--- src/rtl/vram_arbiter.sv ---
// rtl/vram_arbiter.sv - two-requester read arbiter for the image RAM read port B
//
// Purpose: lets the VGA pixel fetch path (V) and the image-processing engine (P)
// share one RAM read port. Each cycle at most one read is issued. A tag pipeline
// with the same latency as the RAM sends each returned word to the requester that
// issued it. V has fixed priority.
//
// Optional feature: define VRAM_ARB_STARVE_GUARD_EN to add a starvation guard.
// After STARVE_MAX consecutive blocked cycles, P wins the next contested cycle.
// The STARVE_MAX parameter exists only in that build.
//
// Ports:
//   clk_FPGA, rst_n              clock, asynchronous active-low reset
//   vga_req/vga_addr/vga_gnt     V request, address, combinational grant
//   vga_rvalid/vga_rdata         V read response
//   proc_req/proc_addr/proc_gnt  P request, address, combinational grant
//   proc_rvalid/proc_rdata       P read response
//   mem_addr/mem_rd/mem_q        RAM port B address, read strobe, read data
//   inflight                     issued reads whose data has not yet been delivered
module vram_arbiter #(
    parameter int ADDR_W = 16,
    parameter int DATA_W = 64,
    parameter int RD_LAT = 1
`ifdef VRAM_ARB_STARVE_GUARD_EN
    ,
    parameter int STARVE_MAX = 8
`endif
) (
    input  logic              clk_FPGA,
    input  logic              rst_n,
    input  logic              vga_req,
    input  logic [ADDR_W-1:0] vga_addr,
    output logic              vga_gnt,
    output logic              vga_rvalid,
    output logic [DATA_W-1:0] vga_rdata,
    input  logic              proc_req,
    input  logic [ADDR_W-1:0] proc_addr,
    output logic              proc_gnt,
    output logic              proc_rvalid,
    output logic [DATA_W-1:0] proc_rdata,
    output logic [ADDR_W-1:0] mem_addr,
    output logic              mem_rd,
    input  logic [DATA_W-1:0] mem_q,
    output logic [2:0]        inflight
);

    // Stage i holds the read issued i+1 edges ago. The last stage lines up with
    // the edge at which mem_q carries that read's data.
    logic [RD_LAT:0] tag_v;
    logic [RD_LAT:0] tag_id;    // 0 = V, 1 = P
    logic            force_p;
    logic            xfer;

`ifdef VRAM_ARB_STARVE_GUARD_EN
    logic [7:0] starve_cnt;
    logic       force_q;

    // The flag is set on the same edge at which the count reaches STARVE_MAX,
    // so P wins the very next cycle.
    always_ff @(posedge clk_FPGA or negedge rst_n) begin
        if (!rst_n) begin
            starve_cnt <= 8'd0;
            force_q    <= 1'b0;
        end else if (!proc_req || proc_gnt) begin
            starve_cnt <= 8'd0;
            force_q    <= 1'b0;
        end else begin
            if (starve_cnt != 8'hFF)
                starve_cnt <= starve_cnt + 8'd1;
            if (starve_cnt == 8'(STARVE_MAX - 1))
                force_q <= 1'b1;
        end
    end

    assign force_p = force_q;
`else
    assign force_p = 1'b0;
`endif

    // Grants depend only on the request inputs, reset and registered state.
    // They never depend on the addresses.
    assign vga_gnt  = rst_n & vga_req & (~proc_req | ~force_p);
    assign proc_gnt = rst_n & proc_req & (~vga_req | force_p);
    assign xfer     = vga_gnt | proc_gnt;

    always_ff @(posedge clk_FPGA or negedge rst_n) begin
        if (!rst_n) begin
            mem_addr <= '0;
            mem_rd   <= 1'b0;
        end else begin
            mem_rd <= xfer;
            if (xfer)
                mem_addr <= proc_gnt ? proc_addr : vga_addr;
        end
    end

    always_ff @(posedge clk_FPGA or negedge rst_n) begin
        if (!rst_n) begin
            tag_v  <= '0;
            tag_id <= '0;
        end else begin
            tag_v  <= {tag_v[RD_LAT-1:0], xfer};
            tag_id <= {tag_id[RD_LAT-1:0], proc_gnt};
        end
    end

    always_ff @(posedge clk_FPGA or negedge rst_n) begin
        if (!rst_n) begin
            vga_rvalid  <= 1'b0;
            proc_rvalid <= 1'b0;
            vga_rdata   <= '0;
            proc_rdata  <= '0;
        end else begin
            vga_rvalid  <= tag_v[RD_LAT] & ~tag_id[RD_LAT];
            proc_rvalid <= tag_v[RD_LAT] &  tag_id[RD_LAT];
            if (tag_v[RD_LAT] && !tag_id[RD_LAT])
                vga_rdata <= mem_q;
            if (tag_v[RD_LAT] && tag_id[RD_LAT])
                proc_rdata <= mem_q;
        end
    end

    // At most RD_LAT+2 reads can be outstanding, so the 3-bit sum never wraps
    // for RD_LAT up to 4.
    always_comb begin
        inflight = 3'(vga_rvalid) + 3'(proc_rvalid);
        for (int i = 0; i <= RD_LAT; i++)
            inflight = inflight + 3'(tag_v[i]);
    end

endmodule

--- config.mk ---
export PLATFORM = sky130hd
export DESIGN_NAME = vram_arbiter
export DESIGN_NICKNAME = d
export VERILOG_FILES = /design/src/rtl/vram_arbiter.sv
export SDC_FILE = /design/constraint.sdc
export NUM_CORES = 1
export LEC_CHECK = 0
export ABC_CLOCK_PERIOD_IN_PS = 1800
export CAP_MARGIN = 0
export CORE_MARGIN = 4
export CORE_UTILIZATION = 43
export CTS_CLUSTER_DIAMETER = 120
export DETAILED_ROUTE_END_ITERATION = 8
export GPL_ROUTABILITY_DRIVEN = 0
export GPL_TIMING_DRIVEN = 0
export PLACE_DENSITY = 0.81
export RECOVER_POWER = 25
export SLEW_MARGIN = 5
export SYNTH_ARGS = -nofsm -noshare
export SYNTH_HDL_FRONTEND = slang
export SYNTH_SLANG_ARGS = --single-unit
--- constraint.sdc ---
create_clock -name clk_FPGA -period 1.8 [get_ports clk_FPGA]
set_input_delay 0.36 -clock clk_FPGA [delete_from_list [all_inputs] [get_ports clk_FPGA]]
set_output_delay 0.36 -clock clk_FPGA [all_outputs]
set_load 0.01 [all_outputs]
==> metrics.txt, run 1 <==
# TYPE chip_impl_metric gauge
chip_impl_info{name="min-delay-start",value="tag_id[0]$_DFF_PN0_"} 1
chip_impl_metric{name="report.final.hold_viol_count",unit=""} 0
chip_impl_metric{name="worst_path_required_time",unit="ns"} 1.44
chip_impl_info{name="status",value="finished, violations left"} 1
chip_impl_metric{name="rows",unit=""} 43
chip_impl_metric{name="cts.sinks",unit=""} 150
chip_impl_metric{name="critPathArrivalTime",unit="ns"} 1.78
chip_impl_info{name="crit-reg2reg-launch",value="tag_v[1]$_DFF_PN0_"} 1
chip_impl_metric{name="seq_area",unit="mm^2"} 0.00375
chip_impl_metric{name="number_of_slew_limit_violations_in_the_final_report",unit=""} 0
chip_impl_metric{name="ioPinCount",unit=""} 252
chip_impl_info{name="worst_setup_path_start_kind",value="flip-flop"} 1
chip_impl_metric{name="cts-buffers-inserted",unit=""} 17
chip_impl_info{name="failing_checks",value="negative setup slack"} 1
chip_impl_info{name="post-synth-top-area-cell",value="sky130_fd_sc_hd__dfrtp_1"} 1
chip_impl_metric{name="syn2layout_area_growth",unit="%"} 59.1
chip_impl_info{name="regToRegEndpoint",value="vga_rdata[2]$_DFFE_PN0P_"} 1
chip_impl_metric{name="postLayoutCellArea",unit="mm^2"} 0.00962
chip_impl_info{name="synth.top_cells.by_area",value="sky130_fd_sc_hd__dfrtp_1, sky130_fd_sc_hd__mux2_2, sky130_fd_sc_hd__mux2_4"} 1
chip_impl_metric{name="layout_worst_path_cycle_share",unit=""} 1.19
chip_impl_metric{name="fmax",unit="GHz"} 0.467
chip_impl_metric{name="clock_latency",unit="ns"} 0.41
chip_impl_metric{name="worst_pin_slew",unit="ns"} 1.39
chip_impl_metric{name="cts_max_path_buffers",unit=""} 2
chip_impl_metric{name="drt_first_pass_iters",unit=""} 4
chip_impl_metric{name="via_count",unit=""} 4182
chip_impl_metric{name="initial_antenna_violation_count",unit=""} 0
chip_impl_metric{name="wire_length_of_the_first_global_routing_pass",unit="um"} 27200
chip_impl_metric{name="max_cap_violations",unit=""} 0
chip_impl_metric{name="finalNetCount",unit=""} 739
chip_impl_metric{name="drc",unit=""} 0
chip_impl_metric{name="multi_input_comb_area",unit="mm^2"} 0.00212
chip_impl_metric{name="worst_clock_skew",unit="ns"} 0.00734
chip_impl_info{name="cts_root_buf",value="sky130_fd_sc_hd__clkbuf_16"} 1
chip_impl_metric{name="dieArea",unit="mm^2"} 0.0160
chip_impl_metric{name="worst_slew_margin_rel",unit=""} 0.0706
chip_impl_info{name="rsz0062_at_grt",value="true"} 1
chip_impl_info{name="worst-setup-path-type",value="reg2out"} 1
chip_impl_metric{name="groute.usage.overall",unit=""} 0.219
chip_impl_metric{name="drt_wirelength",unit="um"} 17000
chip_impl_metric{name="synth_top_area_share",unit=""} 0.621
chip_impl_metric{name="core_area",unit="mm^2"} 0.0138
chip_impl_metric{name="grt_pass1_vias",unit=""} 4890
chip_impl_metric{name="final_layout_size_suffix_gt1_frac",unit=""} 0.299
chip_impl_metric{name="worst_r2r_path_depth",unit=""} 4
chip_impl_metric{name="setup-violations-final",unit=""} 5
chip_impl_metric{name="post_synthesis_instance_total",unit=""} 353
chip_impl_info{name="worst_setup_path_end_kind",value="output port"} 1
chip_impl_metric{name="syn_area",unit="mm^2"} 0.00605
chip_impl_metric{name="clk_pin_slew",unit="ns"} 0.06
chip_impl_metric{name="port_buffers",unit=""} 250
chip_impl_metric{name="avgViaCountPerCell",unit=""} 5.04
chip_impl_info{name="tritoncts",value="built"} 1
chip_impl_info{name="setup.worst_path.start",value="vga_rvalid$_DFF_PN0_"} 1
chip_impl_info{name="worst_setup_path_endpoint",value="inflight[1]"} 1
chip_impl_metric{name="cts_htree_levels",unit=""} 4
chip_impl_metric{name="synth.net_count",unit=""} 456
chip_impl_metric{name="synth.lib_cells_used.distinct",unit=""} 20
chip_impl_metric{name="power.total",unit="uW"} 11100
chip_impl_metric{name="remaining_number_of_nets_flagged_by_the_antenna_check_after_routing",unit=""} 0
chip_impl_metric{name="r2r_slack",unit="ns"} 0.39
chip_impl_metric{name="ys_seq_area_frac",unit=""} 0.621
chip_impl_metric{name="chipWidth",unit="um"} 127
chip_impl_metric{name="p_leak",unit="uW"} 0.00418
chip_impl_metric{name="highest_ir_drop_seen_on_vdd",unit="mV"} 0.551
chip_impl_metric{name="effective_utilization_at_floorplan",unit=""} 0.437
chip_impl_metric{name="initialDrtViolationCount",unit=""} 147
chip_impl_metric{name="pwrdens",unit="mW/mm^2"} 1150
chip_impl_metric{name="worstPathMaxFanout",unit=""} 2
chip_impl_metric{name="pre_cts_ws",unit="ns"} -1.40
chip_impl_metric{name="antenna-diode-count",unit=""} 0
chip_impl_metric{name="ys_ff_latch",unit=""} 150
chip_impl_metric{name="placed_cell_areas",unit="mm^2"} 0.00880
chip_impl_metric{name="detail_route.wl_per_cell",unit="um"} 20.5
chip_impl_info{name="hold_path_class",value="reg2reg"} 1
chip_impl_metric{name="syn-mean-instance-area",unit="um^2"} 17.1
chip_impl_metric{name="fin_crit",unit="ns"} 2.14
chip_impl_metric{name="largest_net_degree_at_the_start_of_global_routing",unit=""} 46
chip_impl_metric{name="overflow",unit=""} 0
chip_impl_metric{name="ys_warn_count",unit=""} 0
chip_impl_metric{name="detailed_place_hpwl",unit="um"} 11500
chip_impl_metric{name="num-fill-cells",unit=""} 927
chip_impl_metric{name="fin_ws",unit="ns"} -0.343
chip_impl_metric{name="fp.dieH",unit="um"} 127
==> through the flow <==
step           TNS (ns)  instances  hold WS, ns  utilization
2_1_floorplan         0        353       0.0644            -
3_3_place_gp    -919.11        783        0.337        0.635
3_5_place_dp     -13.64        784        0.336        0.637
4_1_cts          -0.944        828       0.0143        0.706
5_1_grt           -2.97        829        0.383        0.696
6_report          -1.12        829        0.351        0.696
==> layer usage <==
| metal | vias to the layer above | track usage | share of wire |
|---|---|---|---|
| li1 | 1858 | - | - |
| met1 | 2118 | 0.251 | 0.39 |
| met2 | 177 | 0.378 | 0.51 |
| met3 | 29 | 0.0783 | 0.077 |
| met4 | 0 | 0.0789 | 0.026 |
| met5 | - | 0 | 0 |
==> sequential cells by signal, indices dropped and copies added (netlist names) <==
| register | count |
|---|---|
| proc_rdata | 64 |
| tag_id | 2 |
| vga_rdata | 64 |
| proc_rvalid | 1 |
| mem_addr | 16 |
| vga_rvalid | 1 |
| tag_v | 2 |
==> cells in the mapped netlist, drive strengths merged <==
| cell type | number |
|---|---|
| and3b | 1 |
| buf | 19 |
| clkbuf | 4 |
| dfrtp | 150 |
| fa | 1 |
| ha | 2 |
| inv | 2 |
| mux2 | 128 |
| nand2 | 2 |
| nand3b | 10 |
| nand4bb | 16 |
| nor2b | 1 |
| o211a | 10 |
| o21a | 1 |
| o221a | 6 |
==> final cells by class <==
type	instances	area share
clock buffers	24	0.0521
well taps	180	0.0234
flip-flops and latches	150	0.390
plain buffers	23	0.0224
inverters	2	0.000780
multi-input cells	178	0.221
clock inverters	8	0.0148
repair buffers	264	0.276
==> critical path, stage by stage (launching register included) <==
cell and delay [ns]:
sky130_fd_sc_hd__dfrtp_1 0.43, sky130_fd_sc_hd__ha_4 0.23, sky130_fd_sc_hd__fa_2 0.35, sky130_fd_sc_hd__ha_4 0.27
sky130_fd_sc_hd__buf_6 0.09
==> layout by cell type, fill, tap and decap left out, types with 4 or more instances in the layout <==
| cell type | Yosys | routed |
|---|---|---|
| sky130_fd_sc_hd__buf_2 | 5 | 4 |
| sky130_fd_sc_hd__buf_4 | 1 | 4 |
| sky130_fd_sc_hd__buf_6 | 13 | 17 |
| sky130_fd_sc_hd__bufinv_16 | 0 | 4 |
| sky130_fd_sc_hd__clkbuf_1 | 3 | 6 |
| sky130_fd_sc_hd__clkbuf_16 | 0 | 17 |
| sky130_fd_sc_hd__clkbuf_8 | 0 | 6 |
| sky130_fd_sc_hd__clkdlybuf4s50_1 | 0 | 241 |
| sky130_fd_sc_hd__dfrtp_1 | 150 | 150 |
| sky130_fd_sc_hd__dlygate4sd3_1 | 0 | 5 |
| sky130_fd_sc_hd__mux2_1 | 9 | 9 |
| sky130_fd_sc_hd__mux2_2 | 79 | 79 |
| sky130_fd_sc_hd__mux2_4 | 40 | 40 |
| sky130_fd_sc_hd__nand3b_1 | 10 | 10 |
| sky130_fd_sc_hd__nand4bb_1 | 16 | 16 |
| sky130_fd_sc_hd__o211a_1 | 10 | 10 |
| sky130_fd_sc_hd__o221a_2 | 6 | 6 |
==> power by group <==
group	total [uW]	leakage, uW	switching [uW]	internal [uW]
clock network	3800	0.000316	1300	2500
logic	2950	0.00211	1050	1910
registers	4360	0.00175	361	4000
==> worst min path at each step <==
stage | slack (ns) | endpoint | depth (start not counted)
2_1_floorplan | 0.06 | mem_addr[0]$_DFFE_PN0P_ | 0
5_1_grt | 0.38 | tag_id[1]$_DFF_PN0_ | 0
3_3_place_gp | 0.34 | tag_id[1]$_DFF_PN0_ | 0
4_1_cts | 0.01 | vga_rdata[54]$_DFFE_PN0P_ | 2
3_5_place_dp | 0.34 | tag_id[1]$_DFF_PN0_ | 0
6_report | 0.35 | tag_id[1]$_DFF_PN0_ | 0
==> logic make-up after synthesis <==
group,share of synthesized area
multiplexers,0.263
flip-flops,0.621
adder cells (fa/ha/maj),0.00745
AND/OR/NAND/NOR,0.0463
buffers and inverters,0.0335
AO/OA/AOI/OAI,0.0290
==> what timing repair did <==
item	4_1_cts	5_1_grt
buffers inserted	1	1
endpoints found under the hold margin	71	0
pin swaps	1	0
gates resized for setup	39	1
gates cloned	5	0
hold buffers	6	0
setup endpoints to repair	22	4
Power figures use the tool's default switching activity.
==> run 2, diff against run 1 <==
Settings changed: ABC_CLOCK_PERIOD_IN_PS 1800 to 1900, CORE_UTILIZATION 43 to 39, GPL_TIMING_DRIVEN 0 to unset, PLACE_DENSITY 0.81 to 0.77.
Clock period 1.8 ns to 1.9 ns, I/O delays scaled along.
==> run 2 against run 1 <==
- die area up 9.6%
- wire length decreased by 9.2%
- critical path type unchanged
- sequential power fell by 5.5%
- non-clock buffer count shrank 20
- the run ends with max-capacitance violations, max-slew violations, negative setup slack left
- clock skew is essentially flat
- critical path depth unchanged
==> metrics.txt, run 2 (synthesized netlist as in run 1, its figures left out) <==
# TYPE chip_impl_metric gauge
chip_impl_info{name="status",value="finished, violations left"} 1
chip_impl_info{name="failing_checks",value="max-capacitance violations, max-slew violations, negative setup slack"} 1
chip_impl_metric{name="pwrdens",unit="mW/mm^2"} 1120
chip_impl_info{name="hold_end",value="tag_id[1]$_DFF_PN0_"} 1
chip_impl_info{name="registers_with_the_most_flip_flops",value="proc_rdata: 64 flops, vga_rdata: 64 flops, mem_addr: 16 flops"} 1
chip_impl_metric{name="postLayoutCellArea",unit="mm^2"} 0.00947
chip_impl_metric{name="largest_net_degree_at_the_start_of_global_routing",unit=""} 106
chip_impl_metric{name="worst_clock_skew",unit="ns"} 0.00699
chip_impl_metric{name="critPathArrivalTime",unit="ns"} 1.81
chip_impl_metric{name="grt_util_met1",unit=""} 0.211
chip_impl_metric{name="cts_max_path_buffers",unit=""} 2
chip_impl_metric{name="r2r_slack",unit="ns"} 0.35
chip_impl_info{name="cts_root_buf",value="sky130_fd_sc_hd__clkbuf_16"} 1
chip_impl_metric{name="worst_slew_margin_rel",unit=""} -0.0108
chip_impl_metric{name="number_of_slew_limit_violations_in_the_final_report",unit=""} 68
chip_impl_info{name="crit-reg2reg-launch",value="tag_v[1]$_DFF_PN0_"} 1
chip_impl_metric{name="max_cap_violations",unit=""} 1
chip_impl_metric{name="multi_input_comb_area",unit="mm^2"} 0.00213
chip_impl_info{name="min-delay-start",value="tag_id[0]$_DFF_PN0_"} 1
chip_impl_metric{name="pre_cts_ws",unit="ns"} -0.346
chip_impl_metric{name="worstPathMaxFanout",unit=""} 2
chip_impl_metric{name="syn2layout_area_growth",unit="%"} 56.5
chip_impl_info{name="tritoncts",value="built"} 1
chip_impl_info{name="mostFrequentLayoutCells",value="sky130_fd_sc_hd__clkdlybuf4s50_1, sky130_fd_sc_hd__dfrtp_1, sky130_fd_sc_hd__mux2_2, sky130_fd_sc_hd__mux2_4, sky130_fd_sc_hd__clkbuf_16"} 1
chip_impl_metric{name="chipWidth",unit="um"} 133
chip_impl_info{name="layout.cells.most_common",value="sky130_fd_sc_hd__clkdlybuf4s50_1"} 1
chip_impl_metric{name="rows",unit=""} 45
chip_impl_metric{name="num-fill-cells",unit=""} 1161
chip_impl_metric{name="cts-buffers-inserted",unit=""} 17
chip_impl_metric{name="report.final.hold_viol_count",unit=""} 0
chip_impl_metric{name="detail_route.wl_per_cell",unit="um"} 18.9
chip_impl_metric{name="worst_pin_slew",unit="ns"} 1.52
chip_impl_metric{name="groute.usage.overall",unit=""} 0.178
chip_impl_info{name="top_usage_layer",value="met2"} 1
chip_impl_metric{name="highest_ir_drop_seen_on_vdd",unit="mV"} 0.541
chip_impl_metric{name="p_leak",unit="uW"} 0.00409
chip_impl_info{name="setup.worst_path.start",value="vga_rvalid$_DFF_PN0_"} 1
chip_impl_metric{name="worst_path_required_time",unit="ns"} 1.52
chip_impl_metric{name="ioPinCount",unit=""} 252
chip_impl_metric{name="remaining_number_of_nets_flagged_by_the_antenna_check_after_routing",unit=""} 0
chip_impl_metric{name="core_area",unit="mm^2"} 0.0152
chip_impl_info{name="rsz0062_at_grt",value="true"} 1
chip_impl_metric{name="grt_pass1_vias",unit=""} 4574
chip_impl_metric{name="clk_pin_slew",unit="ns"} 0.06
chip_impl_metric{name="drc",unit=""} 0
chip_impl_metric{name="drt_wirelength",unit="um"} 15400
chip_impl_metric{name="initial_antenna_violation_count",unit=""} 0
chip_impl_metric{name="wire_length_of_the_first_global_routing_pass",unit="um"} 24800
chip_impl_metric{name="initialDrtViolationCount",unit=""} 121
chip_impl_metric{name="fp.dieH",unit="um"} 133
chip_impl_metric{name="effective_utilization_at_floorplan",unit=""} 0.398
chip_impl_metric{name="clock_latency",unit="ns"} 0.41
chip_impl_metric{name="seq_area",unit="mm^2"} 0.00375
chip_impl_info{name="worst-setup-path-type",value="reg2out"} 1
chip_impl_metric{name="detailed_place_hpwl",unit="um"} 11100
chip_impl_metric{name="final.setup.tns",unit="ns"} -0.705
chip_impl_metric{name="cts_hold_buf",unit=""} 0
chip_impl_info{name="hold_path_class",value="reg2reg"} 1
chip_impl_metric{name="fin_ws",unit="ns"} -0.295
chip_impl_metric{name="drt_first_pass_iters",unit=""} 5
chip_impl_metric{name="placed_cell_areas",unit="mm^2"} 0.00877
chip_impl_metric{name="cts_htree_levels",unit=""} 4
chip_impl_metric{name="groute.layer.met3.usage",unit=""} 0.0627
chip_impl_metric{name="hold_depth",unit=""} 0
chip_impl_metric{name="worst_r2r_path_depth",unit=""} 4
chip_impl_metric{name="fin_crit",unit="ns"} 2.19
chip_impl_metric{name="overflow",unit=""} 0
chip_impl_metric{name="fmax",unit="GHz"} 0.456
chip_impl_info{name="worst_setup_path_end_kind",value="output port"} 1
chip_impl_metric{name="setup-violations-final",unit=""} 3
chip_impl_metric{name="dieArea",unit="mm^2"} 0.0176
chip_impl_metric{name="antenna-diode-count",unit=""} 0
chip_impl_metric{name="met2_usage",unit=""} 0.299
chip_impl_metric{name="finalNetCount",unit=""} 719
chip_impl_info{name="regToRegEndpoint",value="proc_rdata[42]$_DFFE_PN0P_"} 1
chip_impl_metric{name="port_buffers",unit=""} 251
chip_impl_metric{name="via_count",unit=""} 4106
chip_impl_metric{name="layout_worst_path_cycle_share",unit=""} 1.16
chip_impl_metric{name="avgViaCountPerCell",unit=""} 5.03
chip_impl_info{name="worst_setup_path_start_kind",value="flip-flop"} 1
chip_impl_metric{name="final_layout_size_suffix_gt1_frac",unit=""} 0.289
chip_impl_metric{name="cts.sinks",unit=""} 150
run 2: cell types whose count changed in the layout (fill, tap and decap cells not counted), moves of 3 or more:
cell,before,now
sky130_fd_sc_hd__buf_12,0,4
sky130_fd_sc_hd__buf_2,4,0
sky130_fd_sc_hd__buf_4,4,11
sky130_fd_sc_hd__buf_6,17,3
sky130_fd_sc_hd__clkbuf_1,6,1
sky130_fd_sc_hd__clkbuf_8,6,3
sky130_fd_sc_hd__dlygate4sd3_1,5,1
run 2: critical path, cell delays in order, from the launching register on:
cell,delay [ns]
sky130_fd_sc_hd__dfrtp_1,0.41
sky130_fd_sc_hd__ha_4,0.25
sky130_fd_sc_hd__fa_2,0.38
sky130_fd_sc_hd__ha_4,0.28
sky130_fd_sc_hd__buf_6,0.09
run 2: report_power, final:
| group | total (uW) | leakage (uW) | internal (uW) | switching, uW |
|---|---|---|---|---|
| sequential | 4120 | 0.00175 | 3790 | 334 |
| combinational | 2720 | 0.00202 | 1780 | 949 |
| clock | 3740 | 0.000316 | 2440 | 1300 |
| total | 10600 | 0.00409 | 8000 | 2580 |
run 2: how the worst max path moves through the flow:
stage / to / cells past startpoint / slack [ns]
finish: inflight[1] / 4 / -0.29
floorplan: inflight[1] / 3 / 0.14
global placement: inflight[1] / 4 / -0.32
global route: inflight[1] / 4 / -0.35
CTS: inflight[1] / 4 / -0.35
detailed placement: inflight[1] / 4 / -0.35
run 2: per-stage QoR:
step / util / instances / total power, uW / hold WS, ns
after floorplan: - / 353 / 5190 / 0.0844
after global placement: 0.577 / 782 / 6840 / 0.366
after detailed placement: 0.577 / 782 / 6910 / 0.358
after CTS: 0.621 / 816 / 10700 / 0.115
after global routing: 0.623 / 817 / 11100 / 0.389
final: 0.623 / 817 / 10600 / 0.376
run 2: layout make-up:
type,count,area share
clock buffers,21,0.0497
well taps,188,0.0248
inverters,2,0.000793
repair buffers,267,0.282
clock inverters,11,0.0206
flip-flops and latches,150,0.396
multi-input cells,178,0.225
run 2: repair_timing:
item                       in CTS  in global routing
hold endpoints to repair        0                  0
setup endpoints to repair       5                  3
gates cloned                    0                  0
pin swaps                       1                  2
gates resized for setup        16                  5
setup buffers                   2                  1
run 2: routing by layer:
metal | vias up | part of all wire
met4 | 0 | 0.019
li1 | 1812 | -
met2 | 169 | 0.50
met1 | 2101 | 0.40
met5 | - | 0
met3 | 24 | 0.076
==> run 3, diff against run 2 <==
Settings changed: SKIP_LAST_GASP set to 1.
==> run 3 against run 2 <==
- the run still ends with max-capacitance violations, max-slew violations, negative setup slack left
- clock power hardly changed
- sequential cell count stayed put
- die area stayed put
- largest cell class unchanged
- design area hardly changed
- largest power group unchanged
- register-to-register slack hardly changed
- wire length hardly changed
- setup slack stayed put
- non-clock buffer count stayed put
- core utilization hardly changed
- sequential share of layout area hardly changed
- clock-buffer cell count stayed put
==> metrics.txt, run 3 (synthesized netlist as in run 1, its figures left out) <==
# TYPE chip_impl_metric gauge
chip_impl_info{name="status",value="finished, violations left"} 1
chip_impl_info{name="failing_checks",value="max-capacitance violations, max-slew violations, negative setup slack"} 1
chip_impl_metric{name="initialDrtViolationCount",unit=""} 120
chip_impl_metric{name="netSwitchingPower",unit="uW"} 2580
chip_impl_metric{name="seq_power_share",unit=""} 0.389
chip_impl_metric{name="cts_max_path_buffers",unit=""} 2
chip_impl_metric{name="drt_first_pass_iters",unit=""} 5
chip_impl_metric{name="pwrdens",unit="mW/mm^2"} 1120
chip_impl_metric{name="cts_htree_levels",unit=""} 4
chip_impl_info{name="crit-reg2reg-launch",value="tag_v[1]$_DFF_PN0_"} 1
chip_impl_metric{name="r2r_slack",unit="ns"} 0.35
chip_impl_metric{name="worst_slew_margin_rel",unit=""} -0.0108
chip_impl_metric{name="syn2layout_area_growth",unit="%"} 56.6
chip_impl_info{name="cts_root_buf",value="sky130_fd_sc_hd__clkbuf_16"} 1
chip_impl_metric{name="worst_path_required_time",unit="ns"} 1.52
chip_impl_metric{name="highest_ir_drop_seen_on_vdd",unit="mV"} 0.541
chip_impl_metric{name="worst_clock_skew",unit="ns"} 0.00699
chip_impl_info{name="setup.worst_path.start",value="vga_rvalid$_DFF_PN0_"} 1
chip_impl_info{name="tritoncts",value="built"} 1
chip_impl_metric{name="p_leak",unit="uW"} 0.00409
chip_impl_info{name="worst_setup_path_start_kind",value="flip-flop"} 1
chip_impl_metric{name="core_area",unit="mm^2"} 0.0152
chip_impl_info{name="hold_path_class",value="reg2reg"} 1
chip_impl_info{name="worst_setup_path_endpoint",value="inflight[1]"} 1
chip_impl_metric{name="grt_pass1_vias",unit=""} 4574
chip_impl_info{name="layout.cells.most_common",value="sky130_fd_sc_hd__clkdlybuf4s50_1"} 1
chip_impl_metric{name="num-fill-cells",unit=""} 1160
chip_impl_metric{name="rows",unit=""} 45
chip_impl_metric{name="fp.dieH",unit="um"} 133
chip_impl_metric{name="via_count",unit=""} 4106
chip_impl_metric{name="clk_pin_slew",unit="ns"} 0.06
chip_impl_metric{name="cts.sinks",unit=""} 150
chip_impl_metric{name="worst_pin_slew",unit="ns"} 1.52
chip_impl_metric{name="effective_utilization_at_floorplan",unit=""} 0.398
chip_impl_metric{name="antenna-diode-count",unit=""} 0
chip_impl_info{name="rsz0062_at_grt",value="true"} 1
chip_impl_metric{name="p_clk_frac",unit=""} 0.353
chip_impl_metric{name="seq_area",unit="mm^2"} 0.00375
chip_impl_metric{name="avgViaCountPerCell",unit=""} 5.03
chip_impl_metric{name="initial_antenna_violation_count",unit=""} 0
chip_impl_metric{name="detailed_place_hpwl",unit="um"} 11100
chip_impl_metric{name="finalNetCount",unit=""} 719
chip_impl_metric{name="max_cap_violations",unit=""} 1
chip_impl_metric{name="worst_r2r_path_depth",unit=""} 4
chip_impl_metric{name="dieArea",unit="mm^2"} 0.0176
chip_impl_metric{name="wire_length_of_the_first_global_routing_pass",unit="um"} 24800
chip_impl_metric{name="drt_wirelength",unit="um"} 15400
chip_impl_metric{name="detail_route.wl_per_cell",unit="um"} 18.9
chip_impl_metric{name="power.total",unit="uW"} 10600
chip_impl_metric{name="cts-buffers-inserted",unit=""} 17
chip_impl_info{name="worst-setup-path-type",value="reg2out"} 1
chip_impl_metric{name="remaining_number_of_nets_flagged_by_the_antenna_check_after_routing",unit=""} 0
chip_impl_metric{name="overflow",unit=""} 0
chip_impl_metric{name="final_core_utilization",unit=""} 0.623
chip_impl_metric{name="combPwrFrac",unit=""} 0.257
chip_impl_metric{name="pre_cts_ws",unit="ns"} -0.346
chip_impl_info{name="regToRegEndpoint",value="proc_rdata[42]$_DFFE_PN0P_"} 1
chip_impl_metric{name="holdWs",unit="ns"} 0.376
chip_impl_metric{name="cts_hold_buf",unit=""} 0
chip_impl_metric{name="port_buffers",unit=""} 251
chip_impl_info{name="worst_setup_path_end_kind",value="output port"} 1
chip_impl_metric{name="drc",unit=""} 0
chip_impl_metric{name="fin_ws",unit="ns"} -0.295
chip_impl_metric{name="setup-violations-final",unit=""} 4
chip_impl_metric{name="final_layout_size_suffix_gt1_frac",unit=""} 0.288
chip_impl_metric{name="fin_crit",unit="ns"} 2.19
chip_impl_metric{name="worstPathMaxFanout",unit=""} 2
chip_impl_metric{name="layout_worst_path_cycle_share",unit=""} 1.16
chip_impl_info{name="mostFrequentLayoutCells",value="sky130_fd_sc_hd__clkdlybuf4s50_1, sky130_fd_sc_hd__dfrtp_1, sky130_fd_sc_hd__mux2_2, sky130_fd_sc_hd__mux2_4, sky130_fd_sc_hd__clkbuf_16"} 1
chip_impl_info{name="registers_with_the_most_flip_flops",value="proc_rdata: 64 flops, vga_rdata: 64 flops, mem_addr: 16 flops"} 1
chip_impl_metric{name="fmax",unit="GHz"} 0.456
chip_impl_metric{name="critPathArrivalTime",unit="ns"} 1.81
chip_impl_metric{name="ioPinCount",unit=""} 252
chip_impl_metric{name="number_of_slew_limit_violations_in_the_final_report",unit=""} 68
chip_impl_metric{name="clock_latency",unit="ns"} 0.41
chip_impl_metric{name="p_int",unit="uW"} 8000
chip_impl_metric{name="chipWidth",unit="um"} 133
chip_impl_metric{name="swShare",unit=""} 0.244
chip_impl_metric{name="largest_net_degree_at_the_start_of_global_routing",unit=""} 106
chip_impl_metric{name="multi_input_comb_area",unit="mm^2"} 0.00213
chip_impl_metric{name="groute.usage.overall",unit=""} 0.178
chip_impl_metric{name="report.final.hold_viol_count",unit=""} 0
==> run 3: changes by cell type in the layout (fill, tap and decap cells not counted) <==
cell	delta
sky130_fd_sc_hd__buf_4	-1
sky130_fd_sc_hd__clkdlybuf4s50_1	+1
==> run 3: layout make-up <==
type,count,share of cell area
clock inverters,11,0.0206
flip-flops and latches,150,0.396
well taps,188,0.0248
repair buffers,267,0.283
multi-input cells,178,0.225
clock buffers,21,0.0497
inverters,2,0.000793
==> run 3: how the worst min path moves through the flow <==
stage / to / cells after the start / from / slack, ns
after floorplan: mem_addr[0]$_DFFE_PN0P_ / 0 / rst_n / 0.08
after global placement: tag_id[1]$_DFF_PN0_ / 0 / tag_id[0]$_DFF_PN0_ / 0.37
after detailed placement: tag_id[1]$_DFF_PN0_ / 0 / tag_id[0]$_DFF_PN0_ / 0.36
after CTS: proc_rdata[8]$_DFFE_PN0P_ / 2 / rst_n / 0.11
after global routing: tag_id[1]$_DFF_PN0_ / 0 / tag_id[0]$_DFF_PN0_ / 0.39
final: tag_id[1]$_DFF_PN0_ / 0 / tag_id[0]$_DFF_PN0_ / 0.38
==> run 3: worst max-delay path, stage by stage, from the launching register on <==
cell and delay, ns:
sky130_fd_sc_hd__dfrtp_1 0.41, sky130_fd_sc_hd__ha_4 0.25, sky130_fd_sc_hd__fa_2 0.38, sky130_fd_sc_hd__ha_4 0.28
sky130_fd_sc_hd__buf_6 0.09
==> run 3: what timing repair did <==
item | CTS | global route
buffers inserted | 2 | 1
endpoints found under the setup margin | 5 | 3
cloned | 0 | 0
gates resized for setup | 16 | 4
pin swaps | 1 | 2
==> run 3: stage by stage <==
stage	area, um^2	cells	TNS [ns]
5_1_grt	9470	817	-3.45
6_report	9470	817	-0.740
2_1_floorplan	6050	353	0
4_1_cts	9450	816	-0.818
3_3_place_gp	8770	782	-1.31
3_5_place_dp	8770	782	-2.13
==> run 3: per-layer routing <==
layer	GRT usage	vias up	part of all wire
met3	0.0627	24	0.076
met2	0.299	169	0.50
li1	-	1812	-
met5	0	-	0
met1	0.211	2101	0.40
met4	0.0635	0	0.019
==> run 3: power groups by stage <==
stage          logic (uW)  clock network [uW]  registers (uW)
2_1_floorplan         780                   0            4410
3_3_place_gp         2700                   0            4140
3_5_place_dp         2740                   0            4170
4_1_cts              2760                3830            4120
5_1_grt              2880                3980            4200
6_report             2730                3740            4120
